$ cat src/rtl/vga_timing_gen.sv
// vga_timing_gen: parametrised VGA raster timing generator.
// Produces pixel/line counters, sync, blanking and frame strobes, advancing
// on a pixel clock-enable. Every output is registered and describes the
// hcount/vcount it is presented with; there is no extra latency stage.
module vga_timing_gen #(
  parameter int unsigned H_ACTIVE = 1024,
  parameter int unsigned H_FP     = 24,
  parameter int unsigned H_SYNC   = 136,
  parameter int unsigned H_BP     = 160,
  parameter int unsigned V_ACTIVE = 768,
  parameter int unsigned V_FP     = 3,
  parameter int unsigned V_SYNC   = 6,
  parameter int unsigned V_BP     = 29,
  parameter int unsigned HS_POL   = 0,
  parameter int unsigned VS_POL   = 0,
  parameter int unsigned CNT_W    = 11,
  parameter int unsigned FRM_W    = 8
) (
  input  logic             clk,
  input  logic             rst,
  input  logic             pix_ce,
  output logic [CNT_W-1:0] hcount,
  output logic [CNT_W-1:0] vcount,
  output logic             hsync,
  output logic             vsync,
  output logic             hblnk,
  output logic             vblnk,
  output logic             line_start,
  output logic             frame_start,
  output logic [FRM_W-1:0] frame_cnt
);

  localparam int unsigned H_TOTAL = H_ACTIVE + H_FP + H_SYNC + H_BP;
  localparam int unsigned V_TOTAL = V_ACTIVE + V_FP + V_SYNC + V_BP;

  localparam logic [CNT_W-1:0] H_LAST   = CNT_W'(H_TOTAL - 1);
  localparam logic [CNT_W-1:0] V_LAST   = CNT_W'(V_TOTAL - 1);
  localparam logic [CNT_W-1:0] H_ACT_C  = CNT_W'(H_ACTIVE);
  localparam logic [CNT_W-1:0] V_ACT_C  = CNT_W'(V_ACTIVE);
  localparam logic [CNT_W-1:0] HS_BEG   = CNT_W'(H_ACTIVE + H_FP);
  localparam logic [CNT_W-1:0] HS_END   = CNT_W'(H_ACTIVE + H_FP + H_SYNC);
  localparam logic [CNT_W-1:0] VS_BEG   = CNT_W'(V_ACTIVE + V_FP);
  localparam logic [CNT_W-1:0] VS_END   = CNT_W'(V_ACTIVE + V_FP + V_SYNC);
  localparam logic             HS_ON    = 1'(HS_POL);
  localparam logic             VS_ON    = 1'(VS_POL);

  if (H_FP == 0 || H_SYNC == 0 || H_BP == 0 ||
      V_FP == 0 || V_SYNC == 0 || V_BP == 0) begin : g_bad_porch
    $error("vga_timing_gen: porch and sync widths must be non-zero");
  end
  if (H_TOTAL > 2**CNT_W || V_TOTAL > 2**CNT_W) begin : g_bad_width
    $error("vga_timing_gen: CNT_W too small for the raster totals");
  end

  logic             h_wrap;
  logic             v_wrap;
  logic [CNT_W-1:0] h_nxt;
  logic [CNT_W-1:0] v_nxt;
  logic             hblnk_nxt;
  logic             vblnk_nxt;
  logic             hsync_nxt;
  logic             vsync_nxt;

  // Next raster position and the flags that will accompany it.
  // Wrap tests use >= so an out-of-range counter falls back to 0.
  always_comb begin
    h_wrap    = (hcount >= H_LAST);
    v_wrap    = (vcount >= V_LAST);
    h_nxt     = h_wrap ? '0 : hcount + CNT_W'(1);
    v_nxt     = vcount;
    if (h_wrap) begin
      v_nxt   = v_wrap ? '0 : vcount + CNT_W'(1);
    end
    hblnk_nxt = (h_nxt >= H_ACT_C);
    vblnk_nxt = (v_nxt >= V_ACT_C);
    hsync_nxt = (h_nxt >= HS_BEG && h_nxt < HS_END) ? HS_ON : ~HS_ON;
    vsync_nxt = (v_nxt >= VS_BEG && v_nxt < VS_END) ? VS_ON : ~VS_ON;
  end

  // Raster state: advance on pix_ce, strobes last a single clk.
  always_ff @(posedge clk or posedge rst) begin
    if (rst) begin
      hcount      <= '0;
      vcount      <= '0;
      hblnk       <= 1'b0;
      vblnk       <= 1'b0;
      hsync       <= ~HS_ON;
      vsync       <= ~VS_ON;
      line_start  <= 1'b0;
      frame_start <= 1'b0;
      frame_cnt   <= '0;
    end else if (pix_ce) begin
      hcount      <= h_nxt;
      vcount      <= v_nxt;
      hblnk       <= hblnk_nxt;
      vblnk       <= vblnk_nxt;
      hsync       <= hsync_nxt;
      vsync       <= vsync_nxt;
      line_start  <= h_wrap;
      frame_start <= h_wrap & v_wrap;
      if (h_wrap && v_wrap) begin
        frame_cnt <= frame_cnt + FRM_W'(1);
      end
    end else begin
      line_start  <= 1'b0;
      frame_start <= 1'b0;
    end
  end

endmodule

$ cat config.mk
export PLATFORM = sky130hd
export DESIGN_NAME = vga_timing_gen
export DESIGN_NICKNAME = d
export VERILOG_FILES = /design/src/rtl/vga_timing_gen.sv
export SDC_FILE = /design/constraint.sdc
export NUM_CORES = 1
export LEC_CHECK = 0
export CORE_MARGIN = 1
export CORE_UTILIZATION = 59
export CTS_BUF_LIST = sky130_fd_sc_hd__clkbuf_4
export CTS_CLUSTER_SIZE = 16
export DETAILED_ROUTE_END_ITERATION = 8
export GPL_TIMING_DRIVEN = 0
export HOLD_SLACK_MARGIN = 0.08
export PLACE_DENSITY = 0.88
export RECOVER_POWER = 50
export SETUP_SLACK_MARGIN = 0.1
export SYNTH_ARGS = -nofsm -noshare
export SYNTH_HDL_FRONTEND = slang
export SYNTH_SLANG_ARGS = --single-unit
$ cat constraint.sdc
create_clock -name clk -period 4.9 [get_ports clk]
set_clock_uncertainty 0.1 [all_clocks]
set_input_delay 0.98 -clock clk [delete_from_list [all_inputs] [get_ports clk]]
set_output_delay 0.98 -clock clk [all_outputs]
set_load 0.01 [all_outputs]
==> run summary, run 1 <==
Yosys top cell area share = 39.3%
Tmin final = 3.19 ns
Total die area = 3920 um2
GR Util All Layers = 29.0%
CTS H-tree lvls = 2
Top Ports = 39
CP Max Fanout = 8
Mapped cell area = 2160 um2
Root buf cell = clkbuf_4
TritonCTS clock tree = done
Int Power = 657 uW
Final setup TNS = 0 ns
Non-Filler Instances = 333
Remaining Overflow, GRT = 0
Switching portion of total power = 38.2%
Design area = 2650 um2
Post-DP HPWL = 3.75 mm
DRC = 0
Hold buffer count at cts = 0
Iteration-0 DRC Markers = 188
Status = completed
Ys Warns = 0
Maxcap violations = 0
Finish-stage setup viols = 0
Number of global-route vias before repair = 1862
Postcts setup bufs = 0
Via count = 2031
Clk slew on worst S/H paths = 0.11 ns
Worst-margin pin slew = 1.33 ns
Critical Path RT = 5.03 ns
F_max = 313 MHz
# rows = 21
Ys flop type = dfrtp_1
Total net switching power = 407 uW
Post-DP Area = 2600 um2
Final period utilization = 65.2%
Final antenna-violating net count = 0
PD cells = 401 nW/um2
CP arrival = 3.32 ns
Clock Sink Count = 36
Placer Congestion = 0.933
Die Ht = 62.6 um
Async SR Flop Fraction = 100%
P_leak = 1.06 nW
Final-report hold violation count = 0
First-pass GRT wire length = 8.83 mm
Peak supply drop = 0.000284 V
Register bit count reported by yosys = 36
FF+latch area = 903 um2
Final #Nets = 293
Crit. End Element = flop
EDFF count, synth = 0
Flop pwr share = 40.4%
FILL cells = 251
Post-route worst setup slack = 1.71 ns
Die X = 62.6 um
Port Buf Inserts = 38
Core Region = 3420 um2
Slew margin rel. = 11.5%
Cell variety after synth = 54
Initial Utilization = 63.4%
Worst skew pair latency = 0.34 ns
Area Overhead vs Synth = 22.5%
DR vias/cell = 6.10
Synthesized instance count = 241
Fin. max-slew vios = 0
HP Class = flop to flop
Critical path class = input pin to flop
Clock group share of total power = 19.6%
Syn_nets = 248
DRT Pass-1 Iters = 5
Placed Instances = 325
Max clock buf depth = 2
Top cells by area, synth = dfrtp_1 39%, xnor2_1 4.5%, o21ai_0 4.4%
Dpl ws = 1.80 ns
Startpoint Class = input pin
Num CTS Buffers = 5
Per-cell routed wire length = 16.0 um
Synth area leader = dfrtp_1
Area occupied by multi-input gates = 1140 um2
Sequential share of the synthesized area = 41.7%
PostCTS Resize Cnt = 0
ANT cells = 0
Avg Cell Area, Syn = 8.98 um2
Comb power frac = 40.0%
Largest net degree at the start of global routing = 37
Final wirelength = 5.31 mm
Unrepaired setup endpoints after global routing = no
Antenna violations before repair = 0
Layout cells sized above 1 = 7.32%
## critical path, cell delays in order
cell and delay, ns:
dlygate4sd3_1 0.62, inv_1 0.08, nor4_1 1.02, and3_1 0.33
nand4_1 0.14, xnor2_1 0.16
## power groups by stage
stage               registers (mW)  logic, mW  clock network (mW)
floorplan                    0.441      0.248                   0
global placement             0.431      0.423                   0
detailed placement           0.433      0.429                   0
CTS                          0.428      0.432               0.217
global route                 0.442      0.470               0.227
finish                       0.430      0.425               0.209
## layer usage
layer	global-route usage [%]	wire, um	up-vias
li1	-	-	978
met1	37.1	2320	957
met2	48.1	2620	91
met3	5.66	321	5
met4	11.6	53	0
met5	0	0	-
## layout make-up
class	instances	area share, %
Sequential cell	36	34.1
Clock buffer	6	1.70
Buffer	13	1.93
Timing Repair Buffer	38	14.3
Multi-Input combinational cell	182	43.0
Inverter	10	1.42
Tap cell	46	2.17
Clock inverter	2	1.32
## cells in the final DEF, fill, tap and decap left out, types with 6 or more instances in the layout
cell type and instances:
nand3_1 8, clkdlybuf4s50_1 28, xnor2_1 11, inv_1 9, nand2_1 24, dlygate4sd3_1 10
nor2_1 20, o21ai_0 19, a21oi_1 12, dfrtp_1 34, and3_1 6, clkbuf_4 6
nor3_1 8, clkbuf_1 11
## synthesized netlist by cell type (2+ instances only)
library cell,count
a2111oi_0,2
a211o_1,2
a211oi_1,2
a21oi_1,12
a22o_1,3
a22oi_1,2
a31oi_1,5
a41oi_1,2
and2_1,3
and3_1,6
clkbuf_1,9
dfrtp_1,34
dfstp_2,2
ha_1,4
inv_1,9
mux2_2,5
nand2_1,24
nand2b_1,2
nand3_1,8
nand4_1,5
nor2_1,20
nor2b_1,2
nor3_1,8
o211ai_1,2
o21ai_0,19
o21ai_1,2
o31ai_1,2
o32a_1,2
or3_1,5
or4_4,2
xnor2_1,11
xor2_1,3
## final timing paths
| kind | from | to | slack [ns] | cells after the start |
|---|---|---|---|---|
| max in group asynchronous | rst | hcount[1] | 2.54 | 2 |
| hold / removal | frame_cnt[7] | frame_cnt[7] | 0.41 | 1 |
| setup / recovery | pix_ce | frame_cnt[5] | 1.71 | 6 |
| hold reg to reg | frame_cnt[7] | frame_cnt[7] | 0.41 | 1 |
| setup reg to reg | vcount[6] | frame_cnt[5] | 1.85 | 7 |
| min in group asynchronous | rst | vcount[6] | 1.37 | 2 |
## sequential cells by signal, summed over array words and instances, names as in the netlist
register     count
hcount          11
vcount          11
frame_cnt        8
frame_start      1
hblnk            1
hsync            1
line_start       1
vblnk            1
vsync            1
## cells by family (layout without fill, tap and decap cells)
| group | Yosys count | after routing | synth area share, % |
|---|---|---|---|
| DFF | 36 | 36 | 41.7 |
| xor gates and xnor gates | 14 | 14 | 5.66 |
| AOI/OAI and AO/OA | 69 | 69 | 21.9 |
| adders and majority gates | 4 | 4 | 2.31 |
| buffers and inverters | 23 | 69 | 4.45 |
| muxes | 5 | 5 | 2.60 |
| and+or+nand+nor | 90 | 90 | 21.3 |
## metrics by stage
stage                     util (%)  hold slack [ns]  total power [mW]
final                         77.6            0.408              1.06
after global placement        76.2            0.360             0.854
after floorplan                  -            0.391             0.689
after detailed placement      76.2            0.387             0.862
after CTS                     78.5            0.415              1.08
after global routing          77.6            0.430              1.14
No activity file was read; power rests on OpenSTA's default activity.
==> inputs of run 2 (changes only) <==
--- a/config.mk
+++ b/config.mk
@@ -6,13 +6,13 @@
 export NUM_CORES = 1
 export LEC_CHECK = 0
 export CORE_MARGIN = 1
-export CORE_UTILIZATION = 59
+export CORE_UTILIZATION = 49
 export CTS_BUF_LIST = sky130_fd_sc_hd__clkbuf_4
 export CTS_CLUSTER_SIZE = 16
 export DETAILED_ROUTE_END_ITERATION = 8
 export GPL_TIMING_DRIVEN = 0
 export HOLD_SLACK_MARGIN = 0.08
-export PLACE_DENSITY = 0.88
+export PLACE_DENSITY = 0.78
 export RECOVER_POWER = 50
 export SETUP_SLACK_MARGIN = 0.1
 export SYNTH_ARGS = -nofsm -noshare
==> constraint.sdc (replaced) <==
create_clock -name clk -period 2.6 [get_ports clk]
set_clock_uncertainty 0.1 [all_clocks]
set_input_delay 0.52 -clock clk [delete_from_list [all_inputs] [get_ports clk]]
set_output_delay 0.52 -clock clk [all_outputs]
set_load 0.01 [all_outputs]
==> run summary, run 2 (synthesis results as in run 1) <==
Peak supply drop = 0.000695 V
Placer Congestion = 0.871
TritonCTS clock tree = done
Num CTS Buffers = 5
Largest net degree at the start of global routing = 37
Layout cells sized above 1 = 16.7%
Non-Filler Instances = 338
Comb power frac = 38.6%
CP arrival = 2.65 ns
Crit. End Element = flop
Unrepaired setup endpoints after global routing = yes
Per-cell routed wire length = 16.1 um
Final-report hold violation count = 0
CP Max Fanout = 8
Flop pwr share = 35.7%
DRC = 0
First-pass GRT wire length = 8.82 mm
Int Power = 1.48 mW
Most frequent cells in the layout = 26 x dfrtp_1, 26 x clkdlybuf4s50_1, 23 x nand2_1
Final wirelength = 5.46 mm
Initial Utilization = 52.6%
FF-to-FF Start = vcount[6]
Hold Path Sink = frame_cnt[7]
Port Buf Inserts = 38
DR vias/cell = 6.12
Post-DP HPWL = 3.74 mm
ANT cells = 0
Hold path depth = 1
Worst skew pair latency = 0.35 ns
P_leak = 1.13 nW
Tot Pwr = 2.34 mW
Iteration-0 DRC Markers = 148
Total net switching power = 862 uW
Clock Sink Count = 36
Total die area = 4690 um2
PD cells = 821 nW/um2
Placed Instances = 329
Worst-margin pin slew = 1.31 ns
Final setup TNS = 0 ns
R2R Setup Slk = 0.13 ns
R2R depth = 6
Core Region = 4120 um2
Root buf cell = clkbuf_4
Remaining Overflow, GRT = 0
GR Util All Layers = 25.8%
DRT Pass-1 Iters = 6
Clk slew on worst S/H paths = 0.12 ns
Final #Nets = 294
Via count = 2068
HP Class = flop to flop
CTS H-tree lvls = 2
Finish-stage setup viols = 0
Critical Path RT = 2.78 ns
Fin. max-slew vios = 0
Slew margin rel. = 12.2%
F_max = 405 MHz
Tmin final = 2.47 ns
Clock group share of total power = 25.6%
Reg-to-reg endpoint = vsync
Status = completed
Number of global-route vias before repair = 1869
Worst Hold Launch = frame_cnt[7]
Startpoint Class = flop
Max clock buf depth = 2
Final antenna-violating net count = 0
Final period utilization = 95.0%
Critical path class = flop to flop
Design area = 2850 um2
Hold buffer count at cts = 0
# rows = 23
Die Ht = 68.5 um
Area Overhead vs Synth = 31.7%
Top Ports = 39
Post-DP Area = 2610 um2
Maxcap violations = 0
Switching portion of total power = 36.8%
Antenna violations before repair = 0
Biggest regs = hcount (11), vcount (11), frame_cnt (8)
Die X = 68.5 um
-- run 2: cell types whose count changed in the layout (fill, tap and decap cells not counted), sizes merged --
cell and change:
clkbuf -3, buf +3, clkdlybuf4s50 -2, clkinv -1
dlygate4sd3 +2, bufinv +2
-- run 2: layer usage --
metal | global-route usage [%] | share of wire, %
met3 | 4.33 | 4.7
met1 | 33.9 | 45
met4 | 10.9 | 1.1
met2 | 41.4 | 49
met5 | 0 | 0
-- run 2: cell type report --
| cell class | instances | area (um2) |
|---|---|---|
| buffer | 13 | 66.3 |
| clock buffer | 5 | 37.5 |
| clock inverter | 3 | 90.1 |
| timing repair buffer | 39 | 388 |
| fill | 336 | 1260 |
| sequential | 36 | 913 |
| inverter | 10 | 37.5 |
| multi-input combinational | 182 | 1250 |
| tap | 50 | 62.6 |
-- run 2: stage by stage --
step                hold WS (ns)  setup slack [ns]  util, %
finish                     0.391             0.131     69.3
global route               0.409            0.0544     69.3
CTS                        0.403           0.00136     67.6
detailed placement         0.383           -0.0764     63.4
global placement           0.362           -0.0563     63.4
floorplan                  0.391             0.190        -
-- run 2: power groups by stage --
stage               combinational, mW  sequential (mW)  clock [mW]
finish                          0.904            0.837       0.600
global route                    0.982            0.856       0.628
CTS                             0.865            0.812       0.607
detailed placement              0.818            0.817           0
global placement                0.796            0.812           0
floorplan                       0.467            0.832           0
-- run 2: worst max-delay path: stages (launching register included) --
cell	delay [ns]
dfrtp_1	0.41
buf_6	0.14
or4_4	0.55
o32a_1	0.35
or4_4	0.55
a211oi_2	0.19
a31oi_1	0.11
-- run 2: worst max path at each step --
stage / from / cells past startpoint / to / slack [ns]
after floorplan: vcount[6] / 6 / vsync / 0.19
after global placement: pix_ce / 6 / hsync / -0.06
after detailed placement: pix_ce / 6 / hsync / -0.08
after CTS: vcount[2] / 7 / vsync / 0.001
after global routing: vcount[6] / 6 / vsync / 0.05
final: vcount[6] / 6 / vsync / 0.13
-- run 2: timing repair --
item	4_1_cts	5_1_grt
setup buffers	0	1
pin swaps	0	4
gates resized for setup	10	26
setup endpoints to repair	5	8
